===== config.mk =====
export PLATFORM = sky130hd
export DESIGN_NAME = mac_vec_pipe
export DESIGN_NICKNAME = d
export VERILOG_FILES = /design/src/rtl/mac_vec_pipe.sv
export SDC_FILE = /design/constraint.sdc
export NUM_CORES = 1
export LEC_CHECK = 0
export ABC_AREA = 1
export ABC_CLOCK_PERIOD_IN_PS = 5700
export CORE_MARGIN = 3
export CORE_UTILIZATION = 35
export DETAILED_ROUTE_END_ITERATION = 7
export DONT_BUFFER_PORTS = 1
export PLACE_DENSITY = 0.52
export SETUP_SLACK_MARGIN = 0.05
export SYNTH_ARGS = -nofsm -noshare
export SYNTH_HDL_FRONTEND = slang
export SYNTH_SLANG_ARGS = --single-unit

===== constraint.sdc =====
create_clock -name clk -period 5.7 [get_ports clk]
set_input_delay 0.57 -clock clk [delete_from_list [all_inputs] [get_ports clk]]
set_output_delay 0.57 -clock clk [all_outputs]
set_load 0.005 [all_outputs]

===== src/rtl/mac_vec_pipe.sv =====
// Pipelined dot-product MAC: operand register, multiply stage, saturating accumulate stage.
// Ready/valid on both sides; the vector's signed/unsigned mode is latched with its first term.
module mac_vec_pipe #(
   parameter int DATA_WIDTH = 16,
   parameter int MUL_WIDTH  = 32,
   parameter int ACC_WIDTH  = 40,
   parameter int VEC_LEN    = 4
) (
   input  logic                  clk,
   input  logic                  rst,
   input  logic                  in_valid,
   output logic                  in_ready,
   input  logic                  signed_mode,
   input  logic [DATA_WIDTH-1:0] A_in,
   input  logic [DATA_WIDTH-1:0] B_in,
   input  logic                  clr,
   output logic [MUL_WIDTH-1:0]  mul_out,
   output logic                  out_valid,
   input  logic                  out_ready,
   output logic [ACC_WIDTH-1:0]  acc_out,
   output logic                  sat_flag
);

   localparam int CW = (VEC_LEN > 1) ? $clog2(VEC_LEN) : 1;
   localparam logic [CW-1:0] LAST = CW'(VEC_LEN - 1);
   localparam int XW = ACC_WIDTH + 1 - MUL_WIDTH;
   localparam int PW = 2 * DATA_WIDTH + 2;

   logic                  rdy_q, rdy_d;
   logic [CW-1:0]         in_cnt_q, in_cnt_d;
   logic                  mode_q, mode_d;
   logic                  i_valid_q, i_valid_d;
   logic                  i_sgn_q, i_sgn_d;
   logic [DATA_WIDTH-1:0] a_q, a_d, b_q, b_d;
   logic                  m_valid_q, m_valid_d;
   logic                  m_sgn_q, m_sgn_d;
   logic [MUL_WIDTH-1:0]  mul_q, mul_d;
   logic [CW-1:0]         term_cnt_q, term_cnt_d;
   logic [ACC_WIDTH-1:0]  acc_q, acc_d;
   logic                  vec_sat_q, vec_sat_d;
   logic                  out_valid_q, out_valid_d;
   logic [ACC_WIDTH-1:0]  acc_out_q, acc_out_d;
   logic                  sat_q, sat_d;

   logic                  stall, accept, term_sgn, clamp_now;
   logic [PW-1:0]         a_ext, b_ext, prod_full;
   logic [ACC_WIDTH:0]    mul_ext, base, sum;
   logic [ACC_WIDTH-1:0]  clamped;

   always_comb begin
      stall    = out_valid_q & ~out_ready;
      in_ready = rdy_q & ~stall & ~clr;
      accept   = in_valid & in_ready;
      term_sgn = (in_cnt_q == '0) ? signed_mode : mode_q;

      // One extra bit of extension lets a single signed multiply serve both modes.
      a_ext     = {{(DATA_WIDTH + 2){a_q[DATA_WIDTH-1] & i_sgn_q}}, a_q};
      b_ext     = {{(DATA_WIDTH + 2){b_q[DATA_WIDTH-1] & i_sgn_q}}, b_q};
      prod_full = PW'($signed(a_ext) * $signed(b_ext));

      mul_ext = {{XW{mul_q[MUL_WIDTH-1] & m_sgn_q}}, mul_q};
      base    = (term_cnt_q == '0) ? '0 : {acc_q[ACC_WIDTH-1] & m_sgn_q, acc_q};
      sum     = base + mul_ext;

      clamped   = sum[ACC_WIDTH-1:0];
      clamp_now = 1'b0;
      if (m_sgn_q) begin
         if (sum[ACC_WIDTH] != sum[ACC_WIDTH-1]) begin
            clamp_now = 1'b1;
            clamped   = sum[ACC_WIDTH] ? {1'b1, {(ACC_WIDTH-1){1'b0}}}
                                       : {1'b0, {(ACC_WIDTH-1){1'b1}}};
         end
      end else if (sum[ACC_WIDTH]) begin
         clamp_now = 1'b1;
         clamped   = '1;
      end

      rdy_d       = 1'b1;
      in_cnt_d    = in_cnt_q;
      mode_d      = mode_q;
      i_valid_d   = i_valid_q;
      i_sgn_d     = i_sgn_q;
      a_d         = a_q;
      b_d         = b_q;
      m_valid_d   = m_valid_q;
      m_sgn_d     = m_sgn_q;
      mul_d       = mul_q;
      term_cnt_d  = term_cnt_q;
      acc_d       = acc_q;
      vec_sat_d   = vec_sat_q;
      out_valid_d = out_valid_q;
      acc_out_d   = acc_out_q;
      sat_d       = sat_q;

      if (accept) begin
         in_cnt_d = (in_cnt_q == LAST) ? '0 : in_cnt_q + 1'b1;
         mode_d   = term_sgn;
         i_sgn_d  = term_sgn;
         a_d      = A_in;
         b_d      = B_in;
      end

      if (out_valid_q & out_ready)
         out_valid_d = 1'b0;

      // Flush drops everything in flight but leaves a finished result untouched.
      if (clr) begin
         in_cnt_d   = '0;
         i_valid_d  = 1'b0;
         m_valid_d  = 1'b0;
         term_cnt_d = '0;
         acc_d      = '0;
         vec_sat_d  = 1'b0;
      end else if (!stall) begin
         i_valid_d = accept;
         m_valid_d = i_valid_q;
         if (i_valid_q) begin
            mul_d   = prod_full[MUL_WIDTH-1:0];
            m_sgn_d = i_sgn_q;
         end
         if (m_valid_q) begin
            acc_d = clamped;
            if (term_cnt_q == LAST) begin
               term_cnt_d  = '0;
               vec_sat_d   = 1'b0;
               acc_out_d   = clamped;
               sat_d       = vec_sat_q | clamp_now;
               out_valid_d = 1'b1;
            end else begin
               term_cnt_d = term_cnt_q + 1'b1;
               vec_sat_d  = vec_sat_q | clamp_now;
            end
         end
      end
   end

   always_ff @(posedge clk or posedge rst) begin
      if (rst) begin
         rdy_q       <= 1'b0;
         in_cnt_q    <= '0;
         mode_q      <= 1'b0;
         i_valid_q   <= 1'b0;
         i_sgn_q     <= 1'b0;
         a_q         <= '0;
         b_q         <= '0;
         m_valid_q   <= 1'b0;
         m_sgn_q     <= 1'b0;
         mul_q       <= '0;
         term_cnt_q  <= '0;
         acc_q       <= '0;
         vec_sat_q   <= 1'b0;
         out_valid_q <= 1'b0;
         acc_out_q   <= '0;
         sat_q       <= 1'b0;
      end else begin
         rdy_q       <= rdy_d;
         in_cnt_q    <= in_cnt_d;
         mode_q      <= mode_d;
         i_valid_q   <= i_valid_d;
         i_sgn_q     <= i_sgn_d;
         a_q         <= a_d;
         b_q         <= b_d;
         m_valid_q   <= m_valid_d;
         m_sgn_q     <= m_sgn_d;
         mul_q       <= mul_d;
         term_cnt_q  <= term_cnt_d;
         acc_q       <= acc_d;
         vec_sat_q   <= vec_sat_d;
         out_valid_q <= out_valid_d;
         acc_out_q   <= acc_out_d;
         sat_q       <= sat_d;
      end
   end

   assign mul_out   = mul_q;
   assign out_valid = out_valid_q;
   assign acc_out   = acc_out_q;
   assign sat_flag  = sat_q;

endmodule

==> run summary, run 1 <==
largest net degree at the start of global routing: 70
delay-heaviest family, CP: adder cells
slowest stage cell, crit path: fa_1
vias in the first global route: 18790
# DRC: 0
Main synth FF type: dfrtp_1
synthesized-area fraction occupied by adder cells: 34.28%
WP data arrival: 5960 ps
Hold Fails Final Rpt: 0
antenna violations before repair: 0
Seq cells post-synth: 156
Post-Syn Instances: 2993
Async SR Flop Fraction: 100.0%
CTS Root Cell: clkbuf_16
Setup Viol. Count Final: 0
Total GRT Usage: 20.72%
setup TNS: 0 ps
clk buf depth: 2
Vias/cell: 4.684
Chip Width: 251.9 um
Synthesized Nets: 3441
Tmin final: 5592 ps
FILL cells: 6308
largest family of logic cells by synthesized area: adder cells
Crit Path Max Fanout: 7
die area: 63450 um^2
cell chain of the critical path: nand2_4 -> buf_8 -> buf_4 -> nor2_2 -> fa_1 -> inv_2 -> fa_1 -> inv_1 -> fa_1 -> inv_1 -> fa_1 -> fa_1 -> inv_1 -> fa_1 -> ha_4 -> a21o_1 -> nor2_1 -> nand2_1 -> a31oi_4 -> nand3_1 -> nand3_2 -> nand2_1
RR Endpoint: mul_out[29]
Post-Syn Area: 21160 um^2
status: completed
Rel. slew slack: 46.36%
Worst Path Required: 6070 ps
top cell type's share of synthesized area: 26.77%
fmax: 178.8 MHz
YS warnings: 0
reg2reg path depth: 22
final period utilization: 98.10%
Synth top cells by count: nand2_1 (1028), inv_1 (716), fa_1 (283)
clock sink count: 156
crit path launch type: flip-flop
Detailed Routing Iterations Pass 1: 6
worst-skew pair later-pin latency: 490 ps
gpl congestion: 0.9121
ratio of cells with drive above 1 in the final layout: 12.95%
Core Rows: 89
PortBufs: 0
post-synthesis cell type count: 37
WL/cell: 16.64 um
initial DRC count: 929
vias: 18060
simple-gate share of the synthesized area: 26.34%
CTS clk-pin slew, worst paths: 70 ps
Slew @ Worst Pin: 802.2 ps
area grow syn2layout: 15.08%
Avg Cell Area, Syn: 7.071 um^2
Compound-Gate Fraction of Synth Area: 4.227%
Setup crit end kind: flip-flop
most instantiated library cell after synthesis: nand2_1
synth top area cells: fa_1 (27%), dfrtp_1 (18%), nand2_1 (18%)
max-slew violation count: 0
antenna viol nets, final: 0
Post-synth EDFFs: 0
CTS Hold Buffers Added: 0
r2r setup slk: 110 ps
die outline height: 251.9 um
worst setup path category: reg2reg
post-DP HPWL: 54380 um
ant diodes: 0
most used cell, CP: fa_1
Core ar.: 59460 um^2
area leader, netlist: fa_1
nets: 3517
total CTS buffers: 17
WP buf/inv: 6
Worst path max stage delay: 560 ps
H-tree Lvls: 4
total gr overflow: 0
first-pass GRT wire length: 102800 um
Post-Synth XOR/XNOR Area: 0.9519%
Max Cap Viol: 0
Seq/Total Area, Yosys: 18.45%
r2r startpoint: a_q[15]
RSZ-0062 raised after global routing: yes
HP Class: in2async
multiplexer area fraction after synthesis: 0.8514%
I/O pin count: 113
starting density of the core: 35.59%
Clock Skews: 14.06 ps
total wire length: 64160 um
CTS tree: built
layer usage:
metal	track usage (%)	wire (um)	up-vias
li1	-	-	8841
met1	26.79	29220	8825
met2	35.95	31120	315
met3	3.216	2319	77
met4	6.147	1503	0
met5	0	0	-
cell families after synthesis:
kind of cell	after synthesis
other	1
AO/OA/AOI/OAI	162
adder cells (fa/ha/maj)	410
flip-flops	156
AND/OR/NAND/NOR	1397
buffers and inverters	828
XOR/XNOR	23
multiplexers	16
timing repair:
action	CTS	global route
pin swaps	11	54
setup endpoints to repair	10	19
resized for setup	39	146
endpoints found under the hold margin	0	0
setup buffers	6	30
flip-flops by register name (all words and copies together), names as in the netlist, 2 cells and up:
| name | flops |
|---|---|
| acc_out | 40 |
| acc_q | 40 |
| mul_out | 32 |
| a_q | 16 |
| b_q | 16 |
| in_cnt_q | 2 |
| term_cnt_q | 2 |
cells in the final DEF, fill, tap and decap left out, drive strengths merged, types with 20 or more instances in the layout:
cell    count
fa        283
nand2    1051
clkbuf     22
dfrtp     156
inv       721
o21ai      49
ha        127
buf       165
nand3     103
nor2      194
nand4      20
a21oi      79
area by class of cell:
class	count	area, um^2	share of cell area [%]
tap	773	967.2	3.971
clock inverter	11	132.6	0.5446
sequential	156	3928	16.13
clock buffer	21	450.4	1.850
timing repair buffer	166	1430	5.872
multi-input combinational	2009	14740	60.52
inverter	719	2706	11.11
how the worst max path moves through the flow:
| stage | endpoint | cells past startpoint | from | slack [ps] |
|---|---|---|---|---|
| 2_1_floorplan | mul_out[30] | 24 | a_q[15] | 70 |
| 3_3_place_gp | mul_out[26] | 20 | a_q[15] | -190 |
| 3_5_place_dp | mul_out[26] | 20 | i_sgn_q | -260 |
| 4_1_cts | mul_out[26] | 24 | b_q[4] | 30 |
| 5_1_grt | mul_out[25] | 23 | a_q[15] | -60 |
| 6_report | mul_out[29] | 22 | a_q[15] | 110 |
through the flow:
step           hold WS (ps)  utilization (%)  area, um^2  worst slack (ps)  instances
4_1_cts               40.61            39.54       23520             31.70       3825
6_report              26.19            40.95       24350             108.3       3855
3_5_place_dp          465.1            38.27       22760            -261.8       3787
2_1_floorplan         448.9                -       21170             65.60       2993
3_3_place_gp          463.9            38.27       22760            -185.6       3787
5_1_grt               72.88            40.95       24350            -58.34       3855
Power of run 1 is left out: the tool's default activity adds up to more than one toggle a clock period on the data nets, which glitch-free logic cannot reach.
==> run 2, diff against run 1 <==
MAX_ROUTING_LAYER = met4   (was not set)
==> run 2 against run 1 <==
Net effect: die area unchanged; count of clock-buffer cells in the layout decreased by 1; setup slack improved by 80 ps; sequential cell count unchanged; design area increased by 0.64%; critical path type unchanged; largest cell class unchanged; highest routed layer unchanged.
==> run summary, run 2 (synthesis gave the netlist of run 1 again) <==
placed instance area: 22780 um^2
starting density of the core: 35.59%
vias: 18000
r2r setup slk: 190 ps
CTS clk-pin slew, worst paths: 70 ps
nets: 3522
Clock Skews: 23.13 ps
initial DRC count: 849
I/O pin count: 113
crit path launch type: flip-flop
Worst Path Required: 6090 ps
min-delay src: B_in[14]
antenna viol nets, final: 0
gpl congestion: 0.9383
RR Endpoint: mul_out[25]
WP data arrival: 5900 ps
design area: 24510 um^2
hold depth: 1
Setup Viol. Count Final: 0
CTS Root Cell: clkbuf_16
ant diodes: 0
area grow syn2layout: 15.81%
Crit Path Max Fanout: 7
Vias/cell: 4.665
Slew @ Worst Pin: 1086 ps
die area: 63450 um^2
CTS tree: built
Final Util: 41.22%
PortBufs: 0
largest net degree at the start of global routing: 58
worst setup path category: reg2reg
Max Cap Viol: 0
Core Rows: 89
first-pass GRT wire length: 103900 um
FILL cells: 6276
total CTS buffers: 17
Detailed Routing Iterations Pass 1: 5
most frequent cells in the layout: nand2_1 (1003), inv_1 (697), fa_1 (268), nor2_1 (167), buf_4 (151)
HP Class: in2reg
total wire length: 64420 um
# DRC: 0
commonest non-fill, non-tap cell in the layout: nand2_1
ratio of cells with drive above 1 in the final layout: 13.55%
final period utilization: 96.69%
reg2reg path depth: 20
fmax: 181.4 MHz
Core ar.: 59460 um^2
post-DP HPWL: 54880 um
total gr overflow: 0
die outline height: 251.9 um
Tmin final: 5511 ps
max-slew violation count: 0
Hold Fails Final Rpt: 0
RSZ-0062 raised after global routing: yes
clock sink count: 156
Total GRT Usage: 21.66%
WL/cell: 16.69 um
Rel. slew slack: 27.42%
worst-skew pair later-pin latency: 500 ps
r2r startpoint: a_q[10]
H-tree Lvls: 4
antenna violations before repair: 0
Chip Width: 251.9 um
Setup crit end kind: flip-flop
Hold EP: b_q[14]
clk buf depth: 2
status: completed
vias in the first global route: 19020
[run 2: metrics by stage]
stage          setup TNS [ps]  instances  setup WS [ps]  hold slack [ps]
6_report                    0       3859          188.7            220.6
5_1_grt                -177.0       3859         -49.30            189.2
4_1_cts                     0       3836          37.29            183.2
3_5_place_dp            -1267       3790         -295.5            464.7
3_3_place_gp           -534.4       3790         -215.4            462.0
2_1_floorplan               0       2993          65.60            448.9
[run 2: layout make-up]
cell class	instances	area (um^2)	share of cell area, %
multi-input cells	2009	14830	60.53
flip-flops and latches	156	3924	16.01
inverters	719	2709	11.05
repair buffers	171	1436	5.861
well taps	773	967.2	3.946
clock buffers	20	456.7	1.863
clock inverters	11	181.4	0.7402
[run 2: per-layer routing]
layer	global-route usage [%]	wire length, um	vias up
met4	4.812	1011	0
met2	37.76	32070	286
met1	26.60	29070	8800
li1	-	-	8865
met3	3.381	2267	52
met5	-	0	-
[run 2: critical path, stage by stage, from the launching register on]
cell     delay [ps]
dfrtp_2         490
buf_6           150
buf_4           150
nand2_1          60
inv_1            60
fa_1            530
inv_1            50
fa_1            470
inv_1            50
fa_1            500
fa_1            580
fa_1            440
fa_1            570
ha_4            250
a21oi_2         190
o21ai_1         130
a21oi_1         190
nand3_1         110
or2_2           280
nand3_1          70
nand2_1          50
[run 2: repair_timing]
| action | 4_1_cts | 5_1_grt |
|---|---|---|
| pin swaps | 17 | 74 |
| setup buffers | 14 | 23 |
| endpoints found under the setup margin | 13 | 19 |
| hold endpoints to repair | 43 | 0 |
| hold buffers | 1 | 0 |
| resized for setup | 61 | 152 |
[run 2: worst max-delay path by stage]
| stage | start | to | slack (ps) |
|---|---|---|---|
| 2_1_floorplan | a_q[15] | mul_out[30] | 70 |
| 3_3_place_gp | a_q[15] | mul_out[26] | -220 |
| 3_5_place_dp | i_sgn_q | mul_out[26] | -300 |
| 4_1_cts | b_q[3] | mul_out[25] | 40 |
| 5_1_grt | a_q[10] | mul_out[25] | -50 |
| 6_report | a_q[10] | mul_out[25] | 190 |
Power of run 2 is left out for the same reason.
==> run 3, diff against run 2 <==
SLEW_MARGIN = 5   (was not set)
==> results of run 3 <==
Same layout as run 2: the final DEF is identical, and so are final timing and power.
Power of run 3 is left out for the same reason.
